### config.mk
export PLATFORM = sky130hd
export DESIGN_NAME = id_fwd_stage
export DESIGN_NICKNAME = d
export VERILOG_FILES = /design/src/rtl/id_fwd_stage.sv
export SDC_FILE = /design/constraint.sdc
export NUM_CORES = 1
export LEC_CHECK = 0
export CAP_MARGIN = 10
export CORE_MARGIN = 8
export CORE_UTILIZATION = 40
export CTS_CLUSTER_DIAMETER = 120
export DETAILED_ROUTE_END_ITERATION = 10
export PLACE_DENSITY = 0.72
export SLEW_MARGIN = 40
export SYNTH_ARGS = -nofsm -noshare
export SYNTH_HDL_FRONTEND = slang
export SYNTH_SLANG_ARGS = --single-unit
### constraint.sdc
create_clock -name clk_in -period 10.05 [get_ports clk_in]
set_clock_uncertainty 0.2 [all_clocks]
set_input_delay 1.5075 -clock clk_in [delete_from_list [all_inputs] [get_ports clk_in]]
set_output_delay 1.5075 -clock clk_in [all_outputs]
set_load 0.02 [all_outputs]
### src/rtl/id_fwd_stage.sv
// RV32I decode stage: slot register, NUM_FWD-source operand forwarding with load-use stall, ID/EX register
// under valid/ready (1-cycle accept-to-issue; stalls hold the slot, EX backpressure holds the bundle). RV32M_EN adds M-ext decode.
`ifndef ID_FWD_STAGE_TYPES
`define ID_FWD_STAGE_TYPES
`define InstTypeBus    [5:0]
`define NOPInstType    6'd0
`define LUIInstType    6'd1
`define AUIPCInstType  6'd2
`define JALInstType    6'd3
`define JALRInstType   6'd4
`define BEQInstType    6'd5
`define BNEInstType    6'd6
`define BLTInstType    6'd7
`define BGEInstType    6'd8
`define BLTUInstType   6'd9
`define BGEUInstType   6'd10
`define LBInstType     6'd11
`define LHInstType     6'd12
`define LWInstType     6'd13
`define LBUInstType    6'd14
`define LHUInstType    6'd15
`define SBInstType     6'd16
`define SHInstType     6'd17
`define SWInstType     6'd18
`define ADDIInstType   6'd19
`define SLTIInstType   6'd20
`define SLTIUInstType  6'd21
`define XORIInstType   6'd22
`define ORIInstType    6'd23
`define ANDIInstType   6'd24
`define SLLIInstType   6'd25
`define SRLIInstType   6'd26
`define SRAIInstType   6'd27
`define ADDInstType    6'd28
`define SUBInstType    6'd29
`define SLLInstType    6'd30
`define SLTInstType    6'd31
`define SLTUInstType   6'd32
`define XORInstType    6'd33
`define SRLInstType    6'd34
`define SRAInstType    6'd35
`define ORInstType     6'd36
`define ANDInstType    6'd37
`define MULInstType    6'd38
`define MULHInstType   6'd39
`define MULHSUInstType 6'd40
`define MULHUInstType  6'd41
`define DIVInstType    6'd42
`define DIVUInstType   6'd43
`define REMInstType    6'd44
`define REMUInstType   6'd45
`endif

module id_fwd_stage #(
  parameter int NUM_FWD = 2,
  parameter int XLEN    = 32,
  parameter int CNT_W   = 16
) (
  input  logic                    clk_in,
  input  logic                    rst_in,
  input  logic                    flush_in,
  input  logic                    if_valid_in,
  input  logic [31:0]             if_inst_in,
  input  logic [31:0]             if_pc_in,
  input  logic                    if_pre_to_take_in,
  output logic                    id_ready_out,
  output logic                    rs1_read_out,
  output logic                    rs2_read_out,
  output logic [4:0]              rs1_addr_out,
  output logic [4:0]              rs2_addr_out,
  input  logic [XLEN-1:0]         rs1_data_in,
  input  logic [XLEN-1:0]         rs2_data_in,
  input  logic [NUM_FWD-1:0]      fwd_wreg_in,
  input  logic [NUM_FWD-1:0]      fwd_loading_in,
  input  logic [NUM_FWD*5-1:0]    fwd_waddr_in,
  input  logic [NUM_FWD*XLEN-1:0] fwd_wdata_in,
  input  logic                    ex_ready_in,
  output logic                    ex_valid_out,
  output logic `InstTypeBus       ex_inst_type_out,
  output logic [XLEN-1:0]         ex_rs1_val_out,
  output logic [XLEN-1:0]         ex_rs2_val_out,
  output logic [XLEN-1:0]         ex_imm_out,
  output logic                    ex_rd_out,
  output logic [4:0]              ex_rd_addr_out,
  output logic [31:0]             ex_pc_out,
  output logic                    ex_pre_to_take_out,
  output logic                    ex_illegal_out,
  output logic [CNT_W-1:0]        stall_cnt_out
);

  typedef struct packed {
    logic [5:0]      inst_type;
    logic [XLEN-1:0] rs1_val;
    logic [XLEN-1:0] rs2_val;
    logic [XLEN-1:0] imm;
    logic            rd;
    logic [4:0]      rd_addr;
    logic [31:0]     pc;
    logic            pre;
    logic            illegal;
  } ex_bundle_t;

  logic             slot_valid_q, slot_valid_d;
  logic [31:0]      slot_inst_q, slot_inst_d;
  logic [31:0]      slot_pc_q, slot_pc_d;
  logic             slot_pre_q, slot_pre_d;
  logic             ex_valid_q, ex_valid_d;
  ex_bundle_t       ex_q, ex_d, issue;
  logic [CNT_W-1:0] stall_cnt_q, stall_cnt_d;

  logic [6:0]  opc, f7;
  logic [2:0]  f3;
  logic [31:0] imm_i, imm_s, imm_b, imm_u, imm_j, imm_sh, dec_imm;
  logic `InstTypeBus dec_type;
  logic        dec_rs1, dec_rs2, dec_rd, dec_illegal;

  assign opc    = slot_inst_q[6:0];
  assign f3     = slot_inst_q[14:12];
  assign f7     = slot_inst_q[31:25];
  assign imm_i  = {{20{slot_inst_q[31]}}, slot_inst_q[31:20]};
  assign imm_s  = {{20{slot_inst_q[31]}}, slot_inst_q[31:25], slot_inst_q[11:7]};
  assign imm_b  = {{19{slot_inst_q[31]}}, slot_inst_q[31], slot_inst_q[7], slot_inst_q[30:25],
                   slot_inst_q[11:8], 1'b0};
  assign imm_u  = {slot_inst_q[31:12], 12'b0};
  assign imm_j  = {{11{slot_inst_q[31]}}, slot_inst_q[31], slot_inst_q[19:12], slot_inst_q[20],
                   slot_inst_q[30:21], 1'b0};
  assign imm_sh = {27'b0, slot_inst_q[24:20]};

  always_comb begin
    dec_type    = `NOPInstType;
    dec_rs1     = 1'b0;
    dec_rs2     = 1'b0;
    dec_rd      = 1'b0;
    dec_imm     = '0;
    dec_illegal = 1'b0;
    case (opc)
      7'b0110111: begin dec_type = `LUIInstType;   dec_rd = 1'b1; dec_imm = imm_u; end
      7'b0010111: begin dec_type = `AUIPCInstType; dec_rd = 1'b1; dec_imm = imm_u; end
      7'b1101111: begin dec_type = `JALInstType;   dec_rd = 1'b1; dec_imm = imm_j; end
      7'b1100111: begin
        dec_type = `JALRInstType; dec_rs1 = 1'b1; dec_rd = 1'b1; dec_imm = imm_i;
        dec_illegal = (f3 != 3'd0);
      end
      7'b1100011: begin
        dec_rs1 = 1'b1; dec_rs2 = 1'b1; dec_imm = imm_b;
        case (f3)
          3'd0: dec_type = `BEQInstType;
          3'd1: dec_type = `BNEInstType;
          3'd4: dec_type = `BLTInstType;
          3'd5: dec_type = `BGEInstType;
          3'd6: dec_type = `BLTUInstType;
          3'd7: dec_type = `BGEUInstType;
          default: dec_illegal = 1'b1;
        endcase
      end
      7'b0000011: begin
        dec_rs1 = 1'b1; dec_rd = 1'b1; dec_imm = imm_i;
        case (f3)
          3'd0: dec_type = `LBInstType;
          3'd1: dec_type = `LHInstType;
          3'd2: dec_type = `LWInstType;
          3'd4: dec_type = `LBUInstType;
          3'd5: dec_type = `LHUInstType;
          default: dec_illegal = 1'b1;
        endcase
      end
      7'b0100011: begin
        dec_rs1 = 1'b1; dec_rs2 = 1'b1; dec_imm = imm_s;
        case (f3)
          3'd0: dec_type = `SBInstType;
          3'd1: dec_type = `SHInstType;
          3'd2: dec_type = `SWInstType;
          default: dec_illegal = 1'b1;
        endcase
      end
      7'b0010011: begin
        dec_rs1 = 1'b1; dec_rd = 1'b1; dec_imm = imm_i;
        case (f3)
          3'd0: dec_type = `ADDIInstType;
          3'd2: dec_type = `SLTIInstType;
          3'd3: dec_type = `SLTIUInstType;
          3'd4: dec_type = `XORIInstType;
          3'd6: dec_type = `ORIInstType;
          3'd7: dec_type = `ANDIInstType;
          3'd1: begin dec_type = `SLLIInstType; dec_imm = imm_sh; dec_illegal = (f7 != 7'b0000000); end
          default: begin
            dec_imm = imm_sh;
            if (f7 == 7'b0000000)      dec_type = `SRLIInstType;
            else if (f7 == 7'b0100000) dec_type = `SRAIInstType;
            else                       dec_illegal = 1'b1;
          end
        endcase
      end
      7'b0110011: begin
        dec_rs1 = 1'b1; dec_rs2 = 1'b1; dec_rd = 1'b1;
        case (f7)
          7'b0000000: begin
            case (f3)
              3'd0: dec_type = `ADDInstType;
              3'd1: dec_type = `SLLInstType;
              3'd2: dec_type = `SLTInstType;
              3'd3: dec_type = `SLTUInstType;
              3'd4: dec_type = `XORInstType;
              3'd5: dec_type = `SRLInstType;
              3'd6: dec_type = `ORInstType;
              default: dec_type = `ANDInstType;
            endcase
          end
          7'b0100000: begin
            if (f3 == 3'd0)      dec_type = `SUBInstType;
            else if (f3 == 3'd5) dec_type = `SRAInstType;
            else                 dec_illegal = 1'b1;
          end
`ifdef RV32M_EN
          7'b0000001: begin
            case (f3)
              3'd0: dec_type = `MULInstType;
              3'd1: dec_type = `MULHInstType;
              3'd2: dec_type = `MULHSUInstType;
              3'd3: dec_type = `MULHUInstType;
              3'd4: dec_type = `DIVInstType;
              3'd5: dec_type = `DIVUInstType;
              3'd6: dec_type = `REMInstType;
              default: dec_type = `REMUInstType;
            endcase
          end
`endif
          default: dec_illegal = 1'b1;
        endcase
      end
      default: dec_illegal = 1'b1;
    endcase
    // Illegal encodings still issue, but as an inert NOP that reads and writes nothing.
    if (dec_illegal) begin
      dec_type = `NOPInstType;
      dec_rs1  = 1'b0;
      dec_rs2  = 1'b0;
      dec_rd   = 1'b0;
      dec_imm  = '0;
    end
  end

  assign rs1_read_out = slot_valid_q & dec_rs1;
  assign rs2_read_out = slot_valid_q & dec_rs2;
  assign rs1_addr_out = rs1_read_out ? slot_inst_q[19:15] : 5'd0;
  assign rs2_addr_out = rs2_read_out ? slot_inst_q[24:20] : 5'd0;

  // Returns {hazard, value}. Scanning oldest to youngest lets the youngest match win,
  // so a loading young source also hides any older source for the same register.
  function automatic logic [XLEN:0] resolve(
    input logic [4:0]              addr,
    input logic                    en,
    input logic [XLEN-1:0]         rf,
    input logic [NUM_FWD-1:0]      wreg,
    input logic [NUM_FWD-1:0]      ld,
    input logic [NUM_FWD*5-1:0]    wa,
    input logic [NUM_FWD*XLEN-1:0] wd
  );
    logic [XLEN:0] r;
    r = '0;
    if (en && addr != 5'd0) begin
      r = {1'b0, rf};
      for (int i = NUM_FWD - 1; i >= 0; i--) begin
        if (wreg[i] && wa[5*i +: 5] == addr) r = {ld[i], wd[XLEN*i +: XLEN]};
      end
    end
    return r;
  endfunction

  logic [XLEN:0] rs1_res, rs2_res;
  logic          hazard, advance, accept;

  assign rs1_res = resolve(rs1_addr_out, rs1_read_out, rs1_data_in, fwd_wreg_in, fwd_loading_in,
                           fwd_waddr_in, fwd_wdata_in);
  assign rs2_res = resolve(rs2_addr_out, rs2_read_out, rs2_data_in, fwd_wreg_in, fwd_loading_in,
                           fwd_waddr_in, fwd_wdata_in);

  assign hazard       = slot_valid_q & (rs1_res[XLEN] | rs2_res[XLEN]);
  assign advance      = slot_valid_q & ~hazard & (~ex_valid_q | ex_ready_in);
  assign id_ready_out = ~slot_valid_q | advance;
  assign accept       = if_valid_in & id_ready_out;

  always_comb begin
    issue.inst_type = dec_type;
    issue.rs1_val   = rs1_res[XLEN-1:0];
    issue.rs2_val   = rs2_res[XLEN-1:0];
    issue.imm       = XLEN'($signed(dec_imm));
    issue.rd        = dec_rd;
    issue.rd_addr   = dec_rd ? slot_inst_q[11:7] : 5'd0;
    issue.pc        = slot_pc_q;
    issue.pre       = slot_pre_q;
    issue.illegal   = dec_illegal;
  end

  always_comb begin
    slot_valid_d = slot_valid_q;
    slot_inst_d  = slot_inst_q;
    slot_pc_d    = slot_pc_q;
    slot_pre_d   = slot_pre_q;
    ex_valid_d   = ex_valid_q;
    ex_d         = ex_q;
    stall_cnt_d  = stall_cnt_q;
    if (flush_in) begin
      slot_valid_d = 1'b0;
      ex_valid_d   = 1'b0;
    end else begin
      if (accept) begin
        slot_valid_d = 1'b1;
        slot_inst_d  = if_inst_in;
        slot_pc_d    = if_pc_in;
        slot_pre_d   = if_pre_to_take_in;
      end else if (advance) begin
        slot_valid_d = 1'b0;
      end
      if (advance) begin
        ex_valid_d = 1'b1;
        ex_d       = issue;
      end else if (ex_ready_in) begin
        ex_valid_d = 1'b0;
      end
      if (hazard && stall_cnt_q != '1) stall_cnt_d = stall_cnt_q + 1'b1;
    end
  end

  always_ff @(posedge clk_in) begin
    if (rst_in) begin
      slot_valid_q <= 1'b0;
      slot_inst_q  <= '0;
      slot_pc_q    <= '0;
      slot_pre_q   <= 1'b0;
      ex_valid_q   <= 1'b0;
      ex_q         <= '{inst_type: `NOPInstType, default: '0};
      stall_cnt_q  <= '0;
    end else begin
      slot_valid_q <= slot_valid_d;
      slot_inst_q  <= slot_inst_d;
      slot_pc_q    <= slot_pc_d;
      slot_pre_q   <= slot_pre_d;
      ex_valid_q   <= ex_valid_d;
      ex_q         <= ex_d;
      stall_cnt_q  <= stall_cnt_d;
    end
  end

  assign ex_valid_out       = ex_valid_q;
  assign ex_inst_type_out   = ex_q.inst_type;
  assign ex_rs1_val_out     = ex_q.rs1_val;
  assign ex_rs2_val_out     = ex_q.rs2_val;
  assign ex_imm_out         = ex_q.imm;
  assign ex_rd_out          = ex_q.rd;
  assign ex_rd_addr_out     = ex_q.rd_addr;
  assign ex_pc_out          = ex_q.pc;
  assign ex_pre_to_take_out = ex_q.pre;
  assign ex_illegal_out     = ex_q.illegal;
  assign stall_cnt_out      = stall_cnt_q;

endmodule

## Yosys cells after proc, flatten, opt, wreduce, memory -nomap -nowiden

Index checks and enable logic that the tools add are counted.

- Flip-flop bits (word level): 225
- Input port bits: 212
- Output and inout bits: 172
- Logic and storage cells: 124

- $add $sub $neg: 1
- Equal/unequal tests: 22
- Mux-type cells: 44
- Bitwise operators: 13
- Reductions and logical operators: 29

Operators by type and width:

| operator | count |
|---|---|
| $mux 33 | 6 |
| $pmux 32 s6 | 1 |
| $mux 32 | 2 |
| $pmux 6 s9 | 1 |
| $pmux 6 s7 | 1 |
| $pmux 5 s7 | 1 |
| $eq 7x6->1 const B | 4 |
| $mux 5 | 5 |
| $pmux 4 s6 | 1 |
| $eq 7x7->1 const B | 3 |
| $eq 5x5->1 | 4 |
| $pmux 4 s5 | 1 |
| $mux 6 | 3 |
| $reduce_or 6->1 | 3 |
| $mux 1 | 17 |
| $add 16x1->16 const B | 1 |
| $ne 16x16->1 const B | 1 |
| $pmux 5 s3 | 1 |
| $eq 7x5->1 const B | 2 |
| $eq 3x3->1 const B | 4 |
| $pmux 6 s2 | 1 |
| $reduce_bool 5->1 | 2 |
| $reduce_or 3->1 | 3 |
| $eq 7x2->1 const B | 1 |
| other kinds (17) | 40 |

## Logic depth before layout (Yosys ltp)

Gate-level depths: netlist of the first run.

- Depth in word-level cells: 21
- Depth in mapped cells: 18
- Gate-level depth less buffers: 13

## Worst setup path after synthesis of the first run

OpenSTA, ideal clock, no wires.

- Path kind: flip-flop to output port
- Start: register slot_inst_q[12]
- End: output port id_ready_out
- Data arrival time: 3376 ps
- Data required time: 8343 ps
- Slack: 4966 ps
- Stages on the path, launching flop included: 11
- Buffers on the path: 0
- Path through: dfxtp_1 or3_1 a211oi_2 a2bb2oi_2 o211ai_2 nor3_1 nor2b_1 a2111oi_4 mux2i_1 nand2_1 o21ai_0

- Longest elaborated chain between the ends: 19
- Elaborated cells between the ends (all ways): 51
- Classes of those cells: eq/ne (11); mux (18); bitwise (8); reduce/logical (14)

Ends and longest elaborated chain:

| what | RTL line | text |
|---|---|---|
| from (decl) | 104 | `logic [31:0] slot_inst_q, slot_inst_d;` |
| from (signal assigned) | 336 | `slot_inst_q <= slot_inst_d;` |
| $eq 3x3->1 | 146, 158, 211 |  |
| $mux 1 | 211 | `` else if (f3 == 3'd5) dec_type = `SRAInstType; `` |
| $mux 1 | 210 | `` if (f3 == 3'd0) dec_type = `SUBInstType; `` |
| $pmux 1 s2 | 196 | `case (f7)` |
| $pmux 1 s7 (*) | 136 | `case (opc)` |
| $mux 1 (*) | 234 | `if (dec_illegal) begin` |
| $and 1x1->1 (*) | 243 | `assign rs1_read_out = slot_valid_q & dec_rs1;` |
| $mux 5 (*) | 245 | `assign rs1_addr_out = rs1_read_out ? slot_inst_q[19:15] : 5'd0;` |
| via rs1_addr_out[2] | 69 | `output logic [4:0] rs1_addr_out,` |
| (+1 left out) | - |  |
| $logic_and 1x1->1 | 264 | `if (wreg[i] && wa[5*i +: 5] == addr) r = {ld[i], wd[XLEN*i +: XLEN]};` |
| $mux 33 (2 in a row) | 264 |  |
| $mux 33 (*) | 261 | `if (en && addr != 5'd0) begin` |
| $or 1x1->1 (*) | 278 | `assign hazard = slot_valid_q & (rs1_res[XLEN] \| rs2_res[XLEN]);` |
| $and 1x1->1 (*) | 278 |  |
| $not 1->1 (*) | 279 | `assign advance = slot_valid_q & ~hazard & (~ex_valid_q \| ex_ready_in);` |
| $and 1x1->1 (*) (2 in a row) | 279 |  |
| $or 1x1->1 (*) | 280 | `assign id_ready_out = ~slot_valid_q \| advance;` |
| to (decl) | 66 | `output logic id_ready_out,` |

The timed path passes the listed nets; every way through them passes the cells marked *.

## Worst setup path in the final report of the first run

- Start: register slot_inst_q[6]
- End: output port id_ready_out

- Longest elaborated chain between the ends: 17
- Elaborated cells between the ends (all ways): 45
- Classes of those cells: eq/ne (13); mux (13); bitwise (8); reduce/logical (11)

Ends and longest elaborated chain:

| what | RTL line |
|---|---|
| $eq 7x7->1, or another cell as far along | 136 |
| $reduce_or 3->1 (no line) / $reduce_or 6->1 (equally long branches) | - |
| $pmux 1 s7 / $mux 1 (equally long branches) | 136 |
| $mux 1 | 234 |
| $and 1x1->1 (on tied branches) | 243, 244 |
| $mux 5 (on tied branches) | 245, 246 |
| $eq 5x5->1 | 264 |
| $logic_and 1x1->1 | 264 |
| $mux 33 (2 in a row) | 264 |
| $mux 33 | 261 |
| $or 1x1->1 (*) | 278 |
| $and 1x1->1 (*) | 278 |
| $not 1->1 (*) | 279 |
| $and 1x1->1 (*) (2 in a row) | 279 |
| $or 1x1->1 (*) | 280 |

Every way passes the cells marked *; elsewhere a longest branch is shown, timed or not.

==> impl_metrics.py, run 1 <==
metrics = {
    "clock_tree": {
        "ctsHoldBuffers": 0,
        "insertion_delay_ps": 540,
        "cts_root_buf": "clkbuf_16",
        "post_cts_resized": 0,
        "post_cts_buffers": 0,
        "cts_buffers": 26,
        "clock_sinks": 225,
        "htreeDepth": 1,
        "clock_path_buffers": 3,
        "clk_pin_slew_ps": 60,
        "cts_tree": "built",
    },
    "job": {
        "cap_violations": 0,
    },
    "min_path": {
        "hold_path_class": "reg -> reg",
        "holdPathStages": 2,
        "min_from": "ex_pc_out[1]",
        "hold_end": "ex_pc_out[1]",
    },
    "die": {
        "fp-row-count": 61,
        "dieHeight_um": 182.7,
        "fp.dieW_um": 182.7,
        "pin_count": 384,
        "core_area_um2": 27550,
        "die_area_um2": 33380,
        "start_util_pct": 40.35,
    },
    "setup_path": {
        "path_max_fanout": 67,
        "max_stage_delay_ps": 760,
        "cp-end-kind": "output port",
        "reg2reg_to": "ex_rs2_val_out[10]",
        "critPathTopFamily": "compound AO/OA/AOI/OAI gates",
        "cp.arrival_ps": 5690,
        "cp_slowest_cell": "dfxtp_1",
        "critPathBufInv": 2,
        "r2r_slack_ps": 3840,
        "r2r-start": "slot_inst_q[6]",
        "worstRegToRegCells": 14,
        "start_kind": "flip-flop",
        "crit_required_ps": 8340,
        "worstPathCellList": "nand4b_1 > a211oi_2 > a2bb2oi_2 > o211a_1 > and3_1 > a21oi_2 > a2111oi_4 > buf_4 > mux2i_1 > nand2_1 > o21ai_0 > clkdlybuf4s50_1",
        "crit_type": "reg -> out",
    },
    "grt": {
        "grt_use_total_pct": 23.96,
        "grt_overflow_total": 0,
        "grt_max_degree": 75,
        "grt_pass1_wl_um": 64280,
        "first_global_vias": 10930,
        "antenna_found_initial": 6,
    },
    "synth": {
        "syn_nets": 1527,
        "ys.flop_type": "dfxtp_1",
        "syn_area_um2": 11120,
        "async_flop_share_pct": 0,
        "seq_area_frac_synth_pct": 40.52,
        "synth_warnings": 0,
        "synth_area_per_cell_um2": 8.460,
        "synthCells": 1314,
        "ys_ff_latch": 225,
        "synth_edf_count": 0,
        "synth_cell_types": 73,
    },
    "placement": {
        "io_buffers": 383,
        "gp_congestion": 0.9099,
        "dp.cells": 1982,
        "place_hpwl_um": 31060,
    },
    "timing": {
        "setup_violations": 0,
        "max_freq_mhz": 135.1,
        "rsz0062_at_grt": "false",
        "fin_crit_ps": 7402,
        "fin_crit_sh_pct": 73.66,
        "hold_viol": 0,
        "slew-limit-headroom_pct": 41.40,
        "setup-tns-final_ps": 0,
        "final_max_slew_viol_count": 0,
        "worst_pin_slew_ps": 875.8,
    },
    "drt": {
        "vias": 10980,
        "drc": 0,
        "met1_length_um": 18090,
        "wl_per_cell_um": 20.90,
        "detail-route-antenna-nets": 0,
        "highest_layer": "met5",
        "wirelength_um": 42480,
        "viasPerCell": 5.400,
        "wl_met3_um": 3870,
        "drt_pass1_iterations": 5,
        "wl_met2_um": 19500,
        "drtIter0Drc": 605,
    },
    "final_layout": {
        "layoutNonFillerInstCount": 2033,
        "area_delta_synth_final_pct": 43.47,
        "finalNetCount": 1845,
        "drive_above_1_share_pct": 5.633,
    },
    "run_status": {
        "status": "completed",
    },
    "power": {
        "power.density_nw_per_um2": 134.4,
        "p_total_uw": 2144,
        "p_leak_uw": 0.005496,
        "vdd_drop_max_mv": 0.1644,
    },
}
placed cells by master, fill, tap and decap left out, types with 6 or more instances in the layout:
master           count
clkbuf_16           26
inv_1               14
o21ai_0            104
nand3b_1            17
nand3_1             50
a211o_1             13
buf_4               18
or3_1               25
nor2b_1             14
clkdlybuf4s50_1    382
or4_1                6
and3_1              14
mux2i_1            133
nor2_1             113
clkbuf_1             6
a21oi_1             94
o31ai_1              6
dfxtp_1            225
a22o_1              65
nor3_1              14
a22oi_1              6
nand2_1            186
tightest hold or removal path, delay by kind of cell, from the launching register on:
kind	cells	cell delay (ps)
and+or+nand+nor	1	50
AOI/OAI and AO/OA	1	50
DFF	1	300
power by group:
| part | leakage, µW | internal, µW | total, µW | switching (µW) |
|---|---|---|---|---|
| combinational | 0.00325 | 126 | 231 | 106 |
| clock | 0.000426 | 584 | 972 | 389 |
| sequential | 0.00182 | 911 | 940 | 29.0 |
| total | 0.00550 | 1620 | 2140 | 523 |
how the worst max path moves through the flow:
stage                     from            to  slack (ps)  cells past startpoint
2_1_floorplan  slot_inst_q[12]  id_ready_out        4970                     10
3_3_place_gp   fwd_waddr_in[4]  id_ready_out        3240                     11
3_5_place_dp   fwd_waddr_in[4]  id_ready_out        3140                     11
4_1_cts         slot_inst_q[6]  id_ready_out        2680                     12
5_1_grt         slot_inst_q[6]  id_ready_out        2290                     12
6_report        slot_inst_q[6]  id_ready_out        2650                     12
Yosys cell counts, types with 5 or more instances:
library cell	n	area share (%)
and4_1	5	0.39
buf_2	35	1.6
o21ai_0	104	4.7
nand2_1	186	6.3
o31ai_1	6	0.41
xnor2_1	5	0.39
a21oi_1	94	4.2
nand3b_1	17	1.1
a22oi_1	6	0.41
buf_6	10	1.0
buf_4	7	0.47
a211o_1	13	1.0
nor3_1	14	0.63
inv_1	14	0.47
dfxtp_1	225	41
mux2i_1	133	12
clkbuf_1	49	1.7
nor2_1	116	3.9
or3_1	25	1.4
nand3_1	51	2.3
and3_1	14	0.79
a22o_1	65	5.1
buf_1	8	0.27
mux2_2	5	0.51
nor2b_1	14	0.79
nand2b_1	5	0.28
or4_1	6	0.41
a211oi_1	5	0.34
registers in the layout, indices dropped and copies added, names as in the netlist:
name and count:
ex_imm_out 32, ex_pc_out 32, ex_rs1_val_out 32, ex_rs2_val_out 32, slot_inst_q 32, slot_pc_q 32, stall_cnt_out 16, ex_inst_type_out 6
ex_rd_addr_out 5, ex_illegal_out 1, ex_pre_to_take_out 1, ex_rd_out 1, ex_valid_out 1, slot_pre_q 1, slot_valid_q 1
through the flow:
step | hold WS [ps] | util, % | cell area, µm² | setup WS (ps)
finish | 252.7 | 57.89 | 15950 | 2648
global route | 270.8 | 57.89 | 15950 | 2293
CTS | 254.2 | 57.85 | 15940 | 2678
detailed placement | 245.8 | 54.66 | 15060 | 3142
global placement | 239.4 | 54.56 | 15030 | 3242
floorplan | 242.9 | - | 11120 | 4966
cells by family (layout without fill, tap and decap cells):
group / Yosys count / in the layout / synth area share, %
fa+ha+maj: 1 / 1 / 0.1125
mux: 142 / 142 / 12.89
other cells: 0 / 4 / 0
xor+xnor: 6 / 6 / 0.4727
compound gates: 335 / 335 / 19.82
simple gates: 480 / 480 / 20.51
buf+inv: 125 / 462 / 5.684
flops: 225 / 225 / 40.52
cell type report:
type                       instances  area, µm²
multi-input combinational        964       6045
fill                            2497      11600
inverter                          14      52.55
antenna                            4      10.01
sequential                       225       4504
clock inverter                    11      150.1
timing repair buffer             401       3986
tap                              378      473.0
clock buffer                      36      728.2
layer usage:
layer | track usage (%) | up-vias
met5 | 0 | -
met4 | 7.051 | 4
met3 | 7.854 | 59
met2 | 39.82 | 383
met1 | 29.13 | 5204
li1 | - | 5329
(Power assumes the default switching activity.)
==> run 2: changes to the inputs <==
--- a/config.mk
+++ b/config.mk
@@ -10,7 +10,7 @@
 export CORE_UTILIZATION = 40
 export CTS_CLUSTER_DIAMETER = 120
 export DETAILED_ROUTE_END_ITERATION = 10
-export PLACE_DENSITY = 0.72
+export PLACE_DENSITY = 0.75
 export SLEW_MARGIN = 40
 export SYNTH_ARGS = -nofsm -noshare
 export SYNTH_HDL_FRONTEND = slang
==> constraint.sdc (replaced) <==
create_clock -name clk_in -period 6.1 [get_ports clk_in]
set_clock_uncertainty 0.2 [all_clocks]
set_input_delay 0.915 -clock clk_in [delete_from_list [all_inputs] [get_ports clk_in]]
set_output_delay 0.915 -clock clk_in [all_outputs]
set_load 0.02 [all_outputs]
==> run 2 against run 1 <==
Against the previous run:
- via count rose by 3.0%
- routed wire length rose by 2.0%
- clock power rose by 69%
- flip-flop and latch count did not move
- clock-buffer cell count rose by 5
- global-route usage rose by 0.65 points
- sequential share of layout area fell by 0.22 points
- critical path depth did not move
- sequential power rose by 64%
- setup slack got worse by 2400 ps
- power rose by 67%
- combinational power rose by 71%
==> impl_metrics.py, run 2 (synthesized netlist as in run 1, its figures left out) <==
metrics = {
    "final_layout": {
        "final_core_util_pct": 58.36,
        "finalNetCount": 1851,
        "area_delta_synth_final_pct": 44.65,
        "final_area_um2": 16080,
        "layout_common_cells": "382 x clkdlybuf4s50_1, 224 x dfxtp_1, 186 x nand2_1",
        "drive_above_1_share_pct": 6.514,
        "layout_commonest_cell": "clkdlybuf4s50_1",
        "nFillCells": 2491,
        "layoutNonFillerInstCount": 2037,
    },
    "die": {
        "die_area_um2": 33380,
        "pin_count": 384,
        "fp-row-count": 61,
        "start_util_pct": 40.35,
        "dieHeight_um": 182.7,
        "fp.dieW_um": 182.7,
        "core_area_um2": 27550,
    },
    "power": {
        "seqPwrFrac_pct": 43.1,
        "p_leak_uw": 0.005560,
        "vdd_drop_max_mv": 0.2521,
        "switchingPower_uw": 878.8,
        "p_comb_share_pct": 11.1,
        "pwr-share-clk_pct": 45.9,
        "switching_share_pct": 24.56,
        "power.density_nw_per_um2": 222.5,
        "internal_power_uw": 2700,
    },
    "grt": {
        "grt_pass1_wl_um": 65810,
        "grt_overflow_total": 0,
        "grt_max_degree": 94,
        "antenna_found_initial": 2,
        "first_global_vias": 11100,
        "grt_use_total_pct": 24.61,
    },
    "job": {
        "cap_violations": 0,
    },
    "timing": {
        "hold_viol": 0,
        "worst_pin_slew_ps": 875.9,
        "fin_crit_ps": 5849,
        "final_max_slew_viol_count": 0,
        "max_freq_mhz": 171.0,
        "slew-limit-headroom_pct": 41.16,
        "fin_crit_sh_pct": 95.89,
        "fin_hold_ws_ps": 253.5,
        "setup_violations": 0,
    },
    "clock_tree": {
        "htreeDepth": 1,
        "cts_buffers": 26,
        "clock_sinks": 225,
        "insertion_delay_ps": 550,
        "clock_path_buffers": 3,
        "cts_tree": "built",
        "clk_pin_slew_ps": 60,
        "ctsHoldBuffers": 0,
        "cts_root_buf": "clkbuf_16",
    },
    "drt": {
        "vias": 11310,
        "wirelength_um": 43340,
        "wl_per_cell_um": 21.28,
        "detail-route-antenna-nets": 0,
        "viasPerCell": 5.551,
        "drt_pass1_iterations": 4,
        "drtIter0Drc": 566,
        "drc": 0,
    },
    "min_path": {
        "hold_path_class": "reg -> reg",
    },
    "setup_path": {
        "path_max_fanout": 14,
        "cp-end-kind": "output port",
        "crit_type": "reg -> out",
        "cp.arrival_ps": 4730,
        "crit_required_ps": 4980,
        "start_kind": "flip-flop",
    },
    "placement": {
        "placed_area_um2": 15120,
        "io_buffers": 383,
        "dp.cells": 1988,
        "gp_congestion": 0.8717,
        "place_hpwl_um": 31670,
    },
    "run_status": {
        "status": "completed",
    },
}
run 2: critical path, cell delays in order, from the launching register on:
cell and delay (ps):
dfxtp_1 540, nand4bb_1 350, nor2_1 170, buf_4 200, a2bb2oi_2 280, o211a_2 450, and3_1 290, a21oi_2 90
a2111oi_4 360, mux2i_1 340, nand2_1 140, o21ai_0 250, clkdlybuf4s50_1 710
run 2: area by class of cell:
cell class,count,area [µm²],share of cell area [%]
clock inverters,7,93.84,0.5836
clock buffers,41,837.1,5.205
diodes,1,2.502,0.01556
inverters,14,52.55,0.3268
flip-flops and latches,225,4506,28.02
well taps,378,473.0,2.941
multi-input cells,964,6065,37.71
repair buffers,407,4051,25.19
run 2: timing repair:
item	4_1_cts	5_1_grt
setup endpoints to repair	0	1
setup buffers	0	0
hold endpoints to repair	0	0
gates resized for setup	0	4
run 2: power by group through the flow:
stage | Clock (µW) | Sequential, µW | Combinational (µW)
finish | 1640 | 1540 | 395
global route | 1730 | 1540 | 426
CTS | 1680 | 1540 | 395
detailed placement | 0 | 1570 | 392
global placement | 0 | 1570 | 388
floorplan | 0 | 1550 | 200
run 2: layer usage:
metal	vias up	global-route usage (%)	part of all wire (%)
li1	5347	-	-
met3	58	8.391	9.8
met4	0	6.560	2.4
met5	-	0	0
met2	461	42.61	48
met1	5441	28.60	40
run 2: per-stage QoR:
step	worst slack (ps)	total power [µW]	TNS (ps)
detailed placement	867.1	1964	0
finish	250.6	3578	0
CTS	235.3	3611	0
global placement	917.1	1959	0
floorplan	1609	1752	0
global route	-4.813	3704	-4.813
run 2: final timing paths:
path / endpoint / slack (ps) / cells past startpoint / from
hold / removal: ex_imm_out[16] / 250 / 2 / ex_imm_out[16]
setup / recovery: id_ready_out / 250 / 12 / slot_inst_q[2]
setup reg to reg: slot_inst_q[17] / 1080 / 14 / slot_inst_q[2]
hold reg to reg: ex_imm_out[16] / 250 / 2 / ex_imm_out[16]
